==> src/rtl/spi_pkg.sv <==
// Shared SPI types and constants for the mode-0 master and its companion slaves.
// Latency: none (types, constants and an elaboration-time helper only).
// Backpressure: not applicable.
package spi_pkg;

  // Frame shape: 8-bit frames, clock idles low (mode 0).
  localparam int SPI_BITS = 8;
  localparam bit SPI_CPOL = 1'b0;

  // CLK_DIV legality. CDC-synchronised slaves need at least 4 sysClk per half-period.
  localparam int CLK_DIV_MIN     = 2;
  localparam int CLK_DIV_MAX     = 255;
  localparam int CLK_DIV_CDC_MIN = 4;

  // Phase lengths for setup/hold must fit the 8-bit phase timer (count-1 is loaded).
  localparam int PHASE_MIN = 1;
  localparam int PHASE_MAX = 256;

  // Companion CDC-synchronised slave state encoding.
  typedef enum logic [1:0] {
    SIdle,
    SShift,
    SDone
  } SlaveState;

  // Master sequencing states.
  typedef enum logic [2:0] {
    MIdle,
    MCsSetup,
    MLow,
    MHigh,
    MCsHold,
    MGap
  } MasterState;

  function automatic bit clk_div_legal(input int div);
    return (div >= CLK_DIV_MIN) && (div <= CLK_DIV_MAX);
  endfunction

  function automatic bit phase_legal(input int len);
    return (len >= PHASE_MIN) && (len <= PHASE_MAX);
  endfunction

endpackage

==> src/rtl/spi_phase_timer.sv <==
// 8-bit loadable down-counter timing one master phase (setup, half-period, hold, gap).
// Latency: done_o reflects the registered count; load takes effect on the next edge.
// Backpressure: none; the counter parks at zero until reloaded.
module spi_phase_timer (
  input  logic       clk_i,
  input  logic       reset_i,
  input  logic       load_i,
  input  logic [7:0] load_val_i,
  input  logic       count_i,
  output logic       done_o
);

  logic [7:0] cnt_q, cnt_d;

  // Load wins over counting; counting stops at zero so an unreloaded timer stays done.
  always_comb begin
    cnt_d = cnt_q;
    if (load_i) begin
      cnt_d = load_val_i;
    end else if (count_i && (cnt_q != 8'd0)) begin
      cnt_d = cnt_q - 8'd1;
    end
  end

  // Count register with synchronous reset.
  always_ff @(posedge clk_i) begin
    if (reset_i) begin
      cnt_q <= 8'd0;
    end else begin
      cnt_q <= cnt_d;
    end
  end

  assign done_o = (cnt_q == 8'd0);

endmodule

==> src/rtl/spi_master.sv <==
// SPI mode-0 master, MSB first, 8-bit frames, optional /CS hold across bytes.
// Latency: accept at T -> cs low T+1, rx_valid at T+1+CS_SETUP+16*CLK_DIV (T+1+16*CLK_DIV if held).
// Backpressure: ready=1 only in MIdle; start while ready=0 is dropped, nothing is queued.
module spi_master
  import spi_pkg::*;
#(
  parameter int CLK_DIV  = 4,
  parameter int CS_SETUP = 2,
  parameter int CS_HOLD  = 2
) (
  input  logic                sysClk,
  input  logic                reset,
  input  logic                start,
  input  logic                hold_cs,
  input  logic [SPI_BITS-1:0] tx_byte,
  output logic                ready,
  output logic                rx_valid,
  output logic [SPI_BITS-1:0] rx_byte,
  output logic                spiClk,
  output logic                cs,
  output logic                mosi,
  input  logic                miso
);

  // Reject illegal timing parameters at elaboration.
  if (!clk_div_legal(CLK_DIV) || !phase_legal(CS_SETUP) || !phase_legal(CS_HOLD)) begin : g_bad_param
    $error("spi_master: CLK_DIV must be 2..255, CS_SETUP/CS_HOLD 1..256");
  end

  localparam logic [7:0] DIV_LD   = 8'(CLK_DIV - 1);
  localparam logic [7:0] SETUP_LD = 8'(CS_SETUP - 1);
  localparam logic [7:0] HOLD_LD  = 8'(CS_HOLD - 1);

  MasterState          state_q, state_d;
  logic [2:0]          bit_cnt_q, bit_cnt_d;
  logic [SPI_BITS-2:0] tx_rest_q, tx_rest_d;   // bits still to send after the one on mosi
  logic [SPI_BITS-2:0] rx_sh_q, rx_sh_d;       // bits received so far in this byte
  logic                hold_q, hold_d;
  logic                spi_clk_q, spi_clk_d;
  logic                cs_q, cs_d;
  logic                mosi_q, mosi_d;
  logic                rx_valid_q, rx_valid_d;
  logic [SPI_BITS-1:0] rx_byte_q, rx_byte_d;
  logic                miso_q;
  logic [SPI_BITS-1:0] rx_next;

  logic       tmr_load;
  logic [7:0] tmr_val;
  logic       tmr_done;

  spi_phase_timer u_timer (
    .clk_i      (sysClk),
    .reset_i    (reset),
    .load_i     (tmr_load),
    .load_val_i (tmr_val),
    .count_i    (!tmr_load),
    .done_o     (tmr_done)
  );

  // Next-state and output logic: each state is entered with its timer loaded to length-1.
  always_comb begin
    state_d    = state_q;
    bit_cnt_d  = bit_cnt_q;
    tx_rest_d  = tx_rest_q;
    rx_sh_d    = rx_sh_q;
    hold_d     = hold_q;
    spi_clk_d  = spi_clk_q;
    cs_d       = cs_q;
    mosi_d     = mosi_q;
    rx_valid_d = 1'b0;
    rx_byte_d  = rx_byte_q;
    tmr_load   = 1'b0;
    tmr_val    = DIV_LD;
    rx_next    = {rx_sh_q, miso_q};

    case (state_q)
      MIdle: begin
        if (start) begin
          tx_rest_d = tx_byte[SPI_BITS-2:0];
          mosi_d    = tx_byte[SPI_BITS-1];
          hold_d    = hold_cs;
          bit_cnt_d = 3'd7;
          tmr_load  = 1'b1;
          if (cs_q) begin
            state_d = MCsSetup;
            cs_d    = 1'b0;
            tmr_val = SETUP_LD;
          end else begin
            // /CS still held from the previous byte: no setup phase needed.
            state_d = MLow;
          end
        end
      end
      MCsSetup: begin
        if (tmr_done) begin
          state_d  = MLow;
          tmr_load = 1'b1;
        end
      end
      MLow: begin
        if (tmr_done) begin
          state_d   = MHigh;
          spi_clk_d = 1'b1;
          tmr_load  = 1'b1;
        end
      end
      MHigh: begin
        if (tmr_done) begin
          // Sample at the very end of the high phase to absorb slave synchroniser delay.
          rx_sh_d   = rx_next[SPI_BITS-2:0];
          spi_clk_d = 1'b0;
          tmr_load  = 1'b1;
          if (bit_cnt_q != 3'd0) begin
            bit_cnt_d = bit_cnt_q - 3'd1;
            mosi_d    = tx_rest_q[SPI_BITS-2];
            tx_rest_d = {tx_rest_q[SPI_BITS-3:0], 1'b0};
            state_d   = MLow;
          end else begin
            rx_byte_d  = rx_next;
            rx_valid_d = 1'b1;
            if (hold_q) begin
              state_d = MIdle;
            end else begin
              state_d = MCsHold;
              tmr_val = HOLD_LD;
            end
          end
        end
      end
      MCsHold: begin
        if (tmr_done) begin
          cs_d     = 1'b1;
          state_d  = MGap;
          tmr_load = 1'b1;
          tmr_val  = HOLD_LD;
        end
      end
      MGap: begin
        if (tmr_done) begin
          state_d = MIdle;
        end
      end
      default: state_d = MIdle;
    endcase
  end

  // State and datapath registers with synchronous reset; miso gets one register stage.
  always_ff @(posedge sysClk) begin
    if (reset) begin
      state_q    <= MIdle;
      bit_cnt_q  <= 3'd7;
      tx_rest_q  <= '0;
      rx_sh_q    <= '0;
      hold_q     <= 1'b0;
      spi_clk_q  <= SPI_CPOL;
      cs_q       <= 1'b1;
      mosi_q     <= 1'b0;
      rx_valid_q <= 1'b0;
      rx_byte_q  <= '0;
      miso_q     <= 1'b0;
    end else begin
      state_q    <= state_d;
      bit_cnt_q  <= bit_cnt_d;
      tx_rest_q  <= tx_rest_d;
      rx_sh_q    <= rx_sh_d;
      hold_q     <= hold_d;
      spi_clk_q  <= spi_clk_d;
      cs_q       <= cs_d;
      mosi_q     <= mosi_d;
      rx_valid_q <= rx_valid_d;
      rx_byte_q  <= rx_byte_d;
      miso_q     <= miso;
    end
  end

  assign ready    = (state_q == MIdle);
  assign rx_valid = rx_valid_q;
  assign rx_byte  = rx_byte_q;
  assign spiClk   = spi_clk_q;
  assign cs       = cs_q;
  assign mosi     = mosi_q;

endmodule

==> config.mk <==
export PLATFORM = sky130hd
export DESIGN_NAME = spi_master
export DESIGN_NICKNAME = d
export VERILOG_FILES = /design/src/rtl/spi_pkg.sv /design/src/rtl/spi_phase_timer.sv /design/src/rtl/spi_master.sv
export SDC_FILE = /design/constraint.sdc
export NUM_CORES = 1
export LEC_CHECK = 0
export CAP_MARGIN = 20
export CORE_UTILIZATION = 49
export DETAILED_ROUTE_END_ITERATION = 7
export GPL_TIMING_DRIVEN = 1
export PLACE_DENSITY = 0.72
export SLEW_MARGIN = 30
export SYNTH_ARGS = -nofsm -noshare
export SYNTH_HDL_FRONTEND = slang
export SYNTH_SLANG_ARGS = --single-unit
export TNS_END_PERCENT = 20
==> constraint.sdc <==
create_clock -name sysClk -period 2.2 [get_ports sysClk]
set_input_delay 0.66 -clock sysClk [delete_from_list [all_inputs] [get_ports sysClk]]
set_output_delay 0.66 -clock sysClk [all_outputs]
set_load 0.05 [all_outputs]
==> metrics.md <==
| Metric | Value |
|---|---|
| First-pass GRT wire length | roughly 7.3 mm |
| Synth top area share | between 40 and 50% |
| Reg2reg setup slack | between 150 and 200 ps |
| Ys Warns | 0 |
| Num CTS Buffers | 5 |
| Die Ht | 65.2 µm |
| Number of global-route vias before repair | approximately 1600 |
| Post-synthesis sequential area ratio | a little over two fifths |
| Port buffer count | 25 |
| Antenna-violating nets left | 0 |
| Layout net count | 283 |
| Ports | 26 |
| Worst hold path class | register to register |
| CP Class | register to output port |
| Syn Nets | between 200 and 250 |
| Root Driver | clkbuf_8 |
| Yosys reg bits | between 40 and 50 |
| Leak | 0.00100 µW |
| XOR/XNOR Fraction of Synth Area | 0.896% |
| Post-Synth Simple-Gate Area | 23.9% |
| Layout Area Growth over Synthesis | 25.9% |
| Post-route cell area | 0.00246 mm² |
| Post-layout util | 65.8% |
| Crit path required time | 1540 ps |
| Final setup violation count | 0 |
| CP Capture Type | output port |
| Resized Gates After CTS | 0 |
| Internal Pwr Total | 1910 µW |
| CP Buf/Inv Count | 1 |
| Core area | approximately 0.0037 mm² |
| Sink Count | 42 |
| Distinct cell type count after synthesis | 49 |
| Total gr overflow | 0 |
| Max-Cap Viols | 0 |
| Clk pwr share | between 10% and 20% |
| Ys async rst share | 0% |
| # rows | 22 |
| Largest net degree at the start of global routing | 17 |
| Initial antenna violation count | 0 |
| Hold bufs inserted after CTS | 0 |
| Number of flops mapped to enable cells by yosys | 0 |
| Die area | ~0.0042 mm² |
| Effective utilization at floorplan | 52.2% |
| Setup repair after global routing missed its margin | false |
| Worst hold slack | 467 ps |
| Setup TNS | 0 ps |
| Cell family with most CP delay | buffers and inverters |
| Max stage delay on crit path | just over 800 ps |
| Pwr Total | between 3000 and 4000 µW |
| TritonCTS clock tree | yes |
| DRC | 0 |
| Main combinational cell family by area after synthesis | simple AND/OR/NAND/NOR gates |
| Syn_area_per_cell | just under 9 µm² |
| DR WL/cell | between 10 and 15 µm |
| Final-report hold violation count | 0 |
| Share of layout cells above drive strength 1 | between 10% and 20% |
| H-tree Lvls | 2 |
| CP Data Arrival Time | 1460 ps |
| Placer congestion estimate | around 0.84 |
| Post-Place Cell Area | around 0.0024 mm² |
| Post-detail-place hpwl | about 3 mm |
| FMAX | between 400 and 500 MHz |
| Drt initial violations | 95 |
| Slowest-stage cell, CP | clkdlybuf4s50_1 |
| Sequential share of power | 33.2% |
| Sw frac | 42.2% |
| DR vias/cell | 5.43 |
| Status | complete, no violations |
| GRT Resource Usage Total | 22.3% |
| Setup Skew | between 8 and 9 ps |
| Critical path, cell by cell | clkdlybuf4s50_1 |
| Switching power | between 1000 and 1500 µW |
| Mapped Cells | 226 |
| Adder-cell area share of the yosys netlist | 2.56% |
| VDD IR max | approximately 0.00064 V |
| Post-synthesis compound-gate area fraction | between 15 and 20% |
| Slew margin rel. | about two thirds |
| Filler cells | 338 |
| DRT Pass-1 Iters | 4 |
| Synth area leaders | dfxtp_1 43%, a21oi_1 7.4%, mux2i_1 6.1% |
| Post-synthesis cell area | just under 0.002 mm² |
| Yosys top cell by area | dfxtp_1 |
| Worst-Margin Slew | roughly 500 ps |
| Clock buffer depth | 2 |
| Post-CTS setup buffer count | 0 |
| Die extent in x | 65.2 µm |
| Pwr per Cell Area | roughly 1300 mW/mm² |
| Worst-path fanout max | 2 |
| CP Launch Type | register |
| DRT Wirelength | just over 4 mm |
| Clk slew on worst S/H paths | ~90 ps |
| Mux cell area share after synthesis | ~6.7% |
| Clk Latency, worst-skew pair | about 300 ps |
| Logic gate share of total power | just over 50% |
| Synth Flop Type | dfxtp_1 |
| Min cycle time layout | approximately 2100 ps |
| Fin crit share | between 90% and 100% |
| Number of antenna cells inserted | 0 |
| Max Slew Vio Count | 0 |
| Routed via count | 1711 |
==> cells by family (layout without fill, tap and decap cells) <==
kind of cell | after synthesis | in the layout
AO/OA/AOI/OAI | 56 | 56
XOR/XNOR | 2 | 2
adder cells (fa/ha/maj) | 4 | 4
buffers and inverters | 20 | 61
flip-flops | 42 | 42
multiplexers | 13 | 13
AND/OR/NAND/NOR | 89 | 89
==> worst paths after layout <==
path	from	end	depth (start not counted)
setup reg to reg	u_timer.cnt_q[0]	bit_cnt_q[2]	6
setup / recovery	mosi	mosi	1
hold / removal	miso_q	rx_sh_q[0]	2
hold reg to reg	miso_q	rx_sh_q[0]	2
==> layer usage <==
metal	wire length, µm	global-route usage [%]	share of wire, %
met1	2060	29.3	50
met3	119	5.73	2.9
met4	51	6.79	1.2
met5	0	0	0
met2	1910	35.8	46
==> layout by cell type, fill, tap and decap left out, types with 6 or more instances in the layout <==
cell,n
a21oi_1,29
buf_4,22
nand2_1,32
nor2_1,19
mux2i_1,12
nor3_1,6
clkdlybuf4s50_1,23
a311oi_1,9
dfxtp_1,42
inv_1,7
nor2b_1,6
==> metrics by stage <==
step	std cells	setup WS (ps)
3_5_place_dp	307	34.2
3_3_place_gp	307	66.2
6_report	315	83.0
4_1_cts	315	73.2
2_1_floorplan	226	91.4
5_1_grt	315	45.3
==> area by class of cell <==
class | instances | area (µm²) | area share (%)
clock buffers | 5 | 68.8 | 2.79
clock inverters | 3 | 21.3 | 0.864
inverters | 7 | 26.3 | 1.07
multi-input cells | 164 | 1030 | 41.8
flip-flops and latches | 42 | 841 | 34.1
well taps | 48 | 60.1 | 2.44
repair buffers | 46 | 415 | 16.9
==> synthesized netlist by cell type (2+ instances only) <==
master     instances
mux2i_1           12
nand4_1            3
or4_1              2
buf_2              2
o21ai_0            5
nor3_1             6
or3b_2             2
nand2b_1           2
ha_1               4
clkbuf_1          10
dfxtp_1           42
nor3b_1            2
nand2_1           32
nor2_1            19
a2111oi_0          2
a311oi_1           9
nor2b_1            6
a21oi_1           29
inv_1              7
==> power by group through the flow <==
stage	logic, µW	registers [µW]	clock network [µW]
2_1_floorplan	1140	1130	0
3_3_place_gp	1670	1110	0
3_5_place_dp	1690	1110	0
4_1_cts	1700	1090	513
5_1_grt	1880	1120	542
6_report	1700	1090	501
==> state kept, by name, indices dropped and copies added, names as in the netlist <==
signal and cells:
bit_cnt_q 3, cs 1, hold_q 1, miso_q 1, mosi 1, rx_byte 8, rx_sh_q 7, rx_valid 1
spiClk 1, state_q 3, tx_rest_q 7, u_timer.cnt_q 8
Note: power is estimated with default switching activity, not from simulation.
